`src/rtl/if_stage.sv`:
```
// rtl/if_stage.sv - instruction fetch stage: single-outstanding imem requests, small instruction buffer, redirect/kill
module if_stage #(
    parameter int                    PC_WIDTH   = 64,
    parameter logic [PC_WIDTH-1:0]   RESET_PC   = 64'h0000_0000_8000_0000,
    parameter int                    FIFO_DEPTH = 2
) (
    input  logic                clk,
    input  logic                rst,
    output logic                imem_req,
    output logic [PC_WIDTH-1:0] imem_addr,
    input  logic                imem_gnt,
    input  logic                imem_rvalid,
    input  logic [31:0]         imem_rdata,
    input  logic                redirect_valid,
    input  logic [PC_WIDTH-1:0] redirect_pc,
    output logic                if_valid,
    output logic [31:0]         if_inst,
    output logic [PC_WIDTH-1:0] if_pc,
    input  logic                id_ready
);

    localparam int PW = $clog2(FIFO_DEPTH);
    localparam int CW = PW + 1;

    typedef enum logic [1:0] {
        S_REQ  = 2'd0,
        S_WAIT = 2'd1,
        S_KILL = 2'd2
    } state_t;

    state_t                state_q, state_d;
    logic [PC_WIDTH-1:0]   fetch_pc;
    logic [PC_WIDTH-1:0]   inflight_pc;
    logic [CW-1:0]         fifo_count;
    logic [PW-1:0]         wr_ptr;
    logic [PW-1:0]         rd_ptr;
    logic [31:0]           inst_mem [FIFO_DEPTH];
    logic [PC_WIDTH-1:0]   pc_mem   [FIFO_DEPTH];

    logic                  outstanding;
    logic [CW:0]           occupancy;
    logic                  credit;
    logic                  grant;
    logic                  push;
    logic                  pop;
    logic                  unused_redirect_lsbs;

    assign unused_redirect_lsbs = ^redirect_pc[1:0];

    // A request in flight reserves a buffer slot so a returning response always fits.
    assign outstanding = (state_q != S_REQ);
    assign occupancy   = {1'b0, fifo_count} + {{CW{1'b0}}, outstanding};
    assign credit      = (occupancy < (CW + 1)'(FIFO_DEPTH));

    assign imem_req  = (state_q == S_REQ) & credit & ~redirect_valid & ~rst;
    assign imem_addr = {fetch_pc[PC_WIDTH-1:2], 2'b00};
    assign grant     = imem_req & imem_gnt;

    assign push = (state_q == S_WAIT) & imem_rvalid & ~redirect_valid & ~rst;

    assign if_valid = (fifo_count != '0) & ~redirect_valid & ~rst;
    assign if_inst  = if_valid ? inst_mem[rd_ptr] : 32'd0;
    assign if_pc    = if_valid ? pc_mem[rd_ptr]   : '0;
    assign pop      = if_valid & id_ready;

    always_comb begin
        state_d = state_q;
        case (state_q)
            S_REQ: begin
                if (grant) begin
                    state_d = S_WAIT;
                end
            end
            S_WAIT: begin
                if (imem_rvalid) begin
                    state_d = S_REQ;
                end else if (redirect_valid) begin
                    state_d = S_KILL;
                end
            end
            S_KILL: begin
                // The killed response is still owed by memory; only its arrival frees us.
                if (imem_rvalid) begin
                    state_d = S_REQ;
                end
            end
            default: state_d = S_REQ;
        endcase
    end

    always_ff @(posedge clk) begin
        if (rst) begin
            state_q     <= S_REQ;
            fetch_pc    <= RESET_PC;
            inflight_pc <= '0;
            fifo_count  <= '0;
            wr_ptr      <= '0;
            rd_ptr      <= '0;
        end else begin
            state_q <= state_d;
            if (grant) begin
                inflight_pc <= fetch_pc;
            end
            if (redirect_valid) begin
                fetch_pc   <= {redirect_pc[PC_WIDTH-1:2], 2'b00};
                fifo_count <= '0;
                wr_ptr     <= '0;
                rd_ptr     <= '0;
            end else begin
                if (grant) begin
                    fetch_pc <= fetch_pc + PC_WIDTH'(4);
                end
                if (push) begin
                    wr_ptr <= wr_ptr + PW'(1);
                end
                if (pop) begin
                    rd_ptr <= rd_ptr + PW'(1);
                end
                if (push && !pop) begin
                    fifo_count <= fifo_count + CW'(1);
                end else if (pop && !push) begin
                    fifo_count <= fifo_count - CW'(1);
                end
            end
        end
    end

    always_ff @(posedge clk) begin
        if (push) begin
            inst_mem[wr_ptr] <= imem_rdata;
            pc_mem[wr_ptr]   <= inflight_pc;
        end
    end

endmodule

```
`config.mk`:
```
export PLATFORM = sky130hd
export DESIGN_NAME = if_stage
export DESIGN_NICKNAME = d
export VERILOG_FILES = /design/src/rtl/if_stage.sv
export SDC_FILE = /design/constraint.sdc
export NUM_CORES = 1
export LEC_CHECK = 0
export ABC_AREA = 1
export CAP_MARGIN = 10
export CELL_PAD_IN_SITES_DETAIL_PLACEMENT = 1
export CELL_PAD_IN_SITES_GLOBAL_PLACEMENT = 1
export CORE_ASPECT_RATIO = 1.4
export CORE_UTILIZATION = 42
export CTS_CLUSTER_DIAMETER = 100
export DETAILED_ROUTE_END_ITERATION = 16
export PLACE_DENSITY_LB_ADDON = 0.1
export SLEW_MARGIN = 20
export SYNTH_ARGS = -nofsm -noshare
export SYNTH_HDL_FRONTEND = slang
export SYNTH_SLANG_ARGS = --single-unit
```
`constraint.sdc`:
```
create_clock -name clk -period 15.4 [get_ports clk]
set_input_delay 3.85 -clock clk [delete_from_list [all_inputs] [get_ports clk]]
set_output_delay 3.85 -clock clk [all_outputs]
set_load 0.01 [all_outputs]
```
# Yosys cells after proc, flatten, opt, wreduce, memory -nomap -nowiden
# Memory sizes are Yosys's and may differ from the RTL's. A register that Yosys moved wholly into a read port is not among the register bits.
# Cells that the tools add are included.
# word_totals
regBits	134
ram_bits	192
input_bits	102
wordCells	61
n_memories	2
# classes
addsub	6
order_cmp	1
n_eq_ne	5
muxes	17
n_bitwise	12
reduce_logical	11
# mem_list
memory	words	word_bits	rd	rd_clocked_by_memory_dff	write_ports	line_no	text
pc_mem	2	64	1	1	1	38	logic [PC_WIDTH-1:0] pc_mem [FIFO_DEPTH];
inst_mem	2	32	1	1	1	37	logic [31:0] inst_mem [FIFO_DEPTH];
# ops
operator	count
64-bit 2-to-1 mux	3
64-bit by 3-bit adder with 64-bit output, second input constant	1
32-bit 2-to-1 mux	1
2-bit 2-to-1 mux	6
1-bit AND	10
2-bit nonzero test	4
1-bit 2-to-1 mux	6
2-bit case mux with 3 select lines	1
2-bit inequality test, second input constant	2
2-bit by 1-bit adder with 3-bit output	1
3-bit by 2-bit < comparator with 1-bit output, second input constant	1
3-bit inequality test, second input constant	1
3-bit AND reduction	1
1-bit adder, second input constant	2
2-bit by 1-bit adder with 2-bit output, second input constant	1
2-bit by 1-bit == test with 1-bit output, second input constant	1
2-bit == test, second input constant	1
1-bit logical AND	2
1-bit logical NOT	2
2-bit logical NOT	1
1-bit inverter	2
2-bit OR reduction	1
2-bit by 1-bit subtractor with 2-bit output, second input constant	1

# Longest topological paths before layout
# depth
depth_word	9
ltp_mapped	11
ltp_nobuf	11

# Worst setup path before layout
# OpenSTA, ideal clock, no wires.
# synth_path
kind	input -> register
from	input port rst
to	memory inst_mem[0][0] (enable)
setup_time_ps	549
t_arrival_ps	8545
t_required_ps	14851
slack_ps	6306
cell_stages	7
cell_sequence	buf_2 nor2_4 inv_1 buf_2 nor3_4 inv_1 nor2_1
# synth_via
elab_chain_len	4
# synth_rtl
element	line_no	text
start, declared	8	input logic rst,
1-bit inverter	59	assign push = (state_q == S_WAIT) & imem_rvalid & ~redirect_valid & ~rst;
1-bit AND	59	
named net push	44	logic push;
1-bit 2-to-1 mux	129	if (push) begin
1-bit 2-to-1 mux (not written as such)	130	inst_mem[wr_ptr] <= imem_rdata;
end, declared	37	
# The timed path passes the listed nets, and every way through them passes these cells.

# Worst setup path in the final report
# layout_path
from	input port rst
to	output port if_pc[43]
# layout_via
elab_chain_len	3
# layout_rtl
element	line_no	text
1-bit inverter	61	assign if_valid = (fifo_count != '0) & ~redirect_valid & ~rst;
1-bit AND	61	
64-bit 2-to-1 mux	63	assign if_pc = if_valid ? pc_mem[rd_ptr] : '0;
end, declared	18	output logic [PC_WIDTH-1:0] if_pc,
# No other way between the ends.

==> results.cfg <==
[outcome]
outcome = completed

[power_and_ir_drop]
worst_ir_drop_on_vdd_mv = 0.08343
power_density_mw_per_mm2 = 103.4
cellLeakagePower_nw = 6.335
p_total_mw = 1.849

[logic_synthesis]
yosys_register_bits = 319
netlist_area_mm2 = 0.01400
yosysSeqAreaShare_pct = 59.05
ys.warnings.count = 0
yosysUniqueCellTypes = 37
synthTopCellsByArea = edfxtp_1, dfxtp_1, nand2_1, a21oi_1, nor2_1
synth.avg_cell_area_um2 = 8.730
synth_largest_area_cell = edfxtp_1
synth.top_cell.area_share_pct = 40.32
syn-instance-count = 1604

[sta]
final.setup.worst_slack_ns = 4.635
final.setup.tns_ns = 0
achievable-frequency_mhz = 92.89
report.final.hold_viol_count = 0
slew_of_the_pin_with_the_lowest_slew_margin_ns = 1.020
finalSetupViolations = 0
min_period_over_period_pct = 69.90
final-max-slew-violation-count = 0
final.hold.worst_slack_ns = 0.4466
fin_crit_ns = 10.77
clock_skew_ns = 0.03345
grt_setup_unrepaired = no
timing.slew.headroom_pct = 31.83

[layout]
utilization_pct = 54.85
layout.nets = 1930
post_route_cells_drive_above_1_share_pct = 5.997
final_cell_area_mm2 = 0.01788
filler_cell_count = 3861
synthToLayoutAreaGrowth_pct = 27.68
final_cell_count_no_fill = 2292

[critical_path]
crit_path_frequent_cell = buf_4
path_cells = buf_2 > buf_4 > nor2_4 > inv_1 > a21oi_2 > inv_2 > buf_4 > a21oi_1 > clkdlybuf4s50_1
critical_path_arrival_ns = 6.92
regToRegSetupSlack_ns = 12.44
cp-start-kind = input pin
max_stage_delay_ns = 0.68
cp_num_buf_inv = 6
critical_path_required_ns = 11.55
critical_path_start_end_classification = input pin to output pin
path_max_fanout = 63
setup.worst_path.end_class = output pin
critical-path-top-delay-family = buffers and inverters
crit_path_top_delay_cell = buf_4

[routing]
ant_nets = 0
drcViolationCount = 0
routedWlPerCell_um = 20.46
avg_vias_per_cell = 5.182
route.vias.total = 11880
finalWirelength_um = 46900
dr.pass1.iters = 4
initial_drt_markers = 575

[die]
fp.dieH_um = 218.0
initial_util_pct = 42.96
die_width_um = 156.3
die_area_mm2 = 0.03408
rows = 78
placeableCoreArea_mm2 = 0.03260
boundaryPins = 264

[place]
place.port_buffers = 257
place_congestion = 0.9214
dp_area_mm2 = 0.01685
post-place-cells = 2233
dp_hpwl_um = 32800
dp_worst_setup_slack_ns = 4.586

[clock_tree]
cts_made_buffers = 31
cts-hold-fix-buffers = 0
setup_buffers_after_cts = 0
htreeDepth = 1
insertion_delay_ns = 0.59
cts.clk_slew.worst_paths_ns = 0.06
cts_root_cell = clkbuf_16
cts_tree = built
ctsResizeCount = 0
clock_sinks = 319
number_of_buffers_between_clock_root_and_the_deepest_sink = 3

[flow_run]
cap_violations = 0

[global_route]
pin_count_of_the_biggest_net_entering_global_routing = 82
vias_in_the_first_global_route = 12280
grt_overflow = 0
gr_usage_total_pct = 27.49
global_route_wire_length_before_repair_um = 70750
antenna_found_initial = 2

[min_path]
hold_path.class = register to register
## cell usage after synthesis
master and instances:
nand2_1 448, edfxtp_1 188, a21oi_1 185, nor2_1 160, dfxtp_1 131, inv_1 119
o21ai_0 102, nand3_1 63, clkbuf_1 44, o21ai_1 26, buf_2 20, xor2_1 16
a31oi_1 12, nand4_1 11, inv_2 10, nand2_2 9, nor2_4 9, buf_1 8
buf_4 7, nor2_2 7, xnor2_1 4, buf_6 3, nor3_1 3, ha_1 2
nand3_2 2, o211ai_1 2, o21a_1 2, o21ai_2 2, a211oi_1 1, a21oi_2 1
a22oi_1 1, conb_1 1, nand2_4 1, nor3_4 1, o21bai_1 1, or2_2 1
or4_1 1
## final timing paths
check	startpoint	endpoint	cells past startpoint
hold reg to reg	inflight_pc[41]	pc_mem[1][41]	0
setup reg to reg	state_q[0]	pc_mem[1][54]	7
setup / recovery	rst	if_pc[43]	9
hold / removal	inflight_pc[41]	pc_mem[1][41]	0
## state kept, by name (all words and copies together) (netlist names), named ones only
name	flops
pc_mem	124
inst_mem	64
fetch_pc	62
inflight_pc	62
fifo_count	2
state_q	2
rd_ptr	1
wr_ptr	1
## cell families (layout without fill, tap and decap cells)
kind of cell / after synthesis / count (layout) / synth area share (%)
AND/OR/NAND/NOR: 716 / 716 / 21.03
AO/OA/AOI/OAI: 335 / 335 / 12.29
flip-flops: 319 / 319 / 59.05
buffers and inverters: 211 / 455 / 6.184
XOR/XNOR: 20 / 20 / 1.251
adder cells (fa/ha/maj): 2 / 2 / 0.1787
other: 1 / 5 / 0.02678
## routing by layer
metal | vias up | share of wire, % | GRT usage (%)
li1 | 5754 | - | -
met1 | 5785 | 42 | 34.20
met2 | 272 | 51 | 48.75
met3 | 65 | 4.6 | 3.816
met4 | 2 | 2.8 | 8.856
met5 | - | 0.026 | 0
## placed cells by master, fill, tap and decap left out, types with 2 or more instances in the layout
cell type and count:
nand2_1 448, clkdlybuf4s50_1 255, edfxtp_1 188, a21oi_1 185, nor2_1 158, dfxtp_1 130, inv_1 117, o21ai_0 102
nand3_1 63, clkbuf_16 32, o21ai_1 26, xor2_1 16, a31oi_1 12, nor2_4 11, inv_2 11, nand4_1 11
buf_4 11, nand2_2 9, clkinv_2 8, nor2_2 7, clkbuf_1 7, clkbuf_8 5, xnor2_1 4, conb_1 4
nor3_1 3, inv_6 3, nand3_2 2, o21ai_2 2, o211ai_1 2, o21a_1 2, ha_1 2, bufinv_16 2
buf_2 2
## final cells by class
| cell class | count | area [um2] | share of cell area (%) |
|---|---|---|---|
| Clock buffer | 44 | 895.9 | 5.011 |
| Timing Repair Buffer | 268 | 2645 | 14.79 |
| Inverter | 129 | 484.2 | 2.708 |
| Antenna cell | 1 | 2.502 | 0.01400 |
| Tap cell | 440 | 550.5 | 3.079 |
| Sequential cell | 319 | 8272 | 46.27 |
| Clock inverter | 14 | 133.9 | 0.7488 |
| Multi-Input combinational cell | 1077 | 4895 | 27.38 |
## power by group
part / switching (mW) / internal (mW)
sequential: 0.0273 / 0.921
clock: 0.332 / 0.440
combinational: 0.0699 / 0.0591
total: 0.429 / 1.42
No activity file was read; power rests on OpenSTA's default activity.
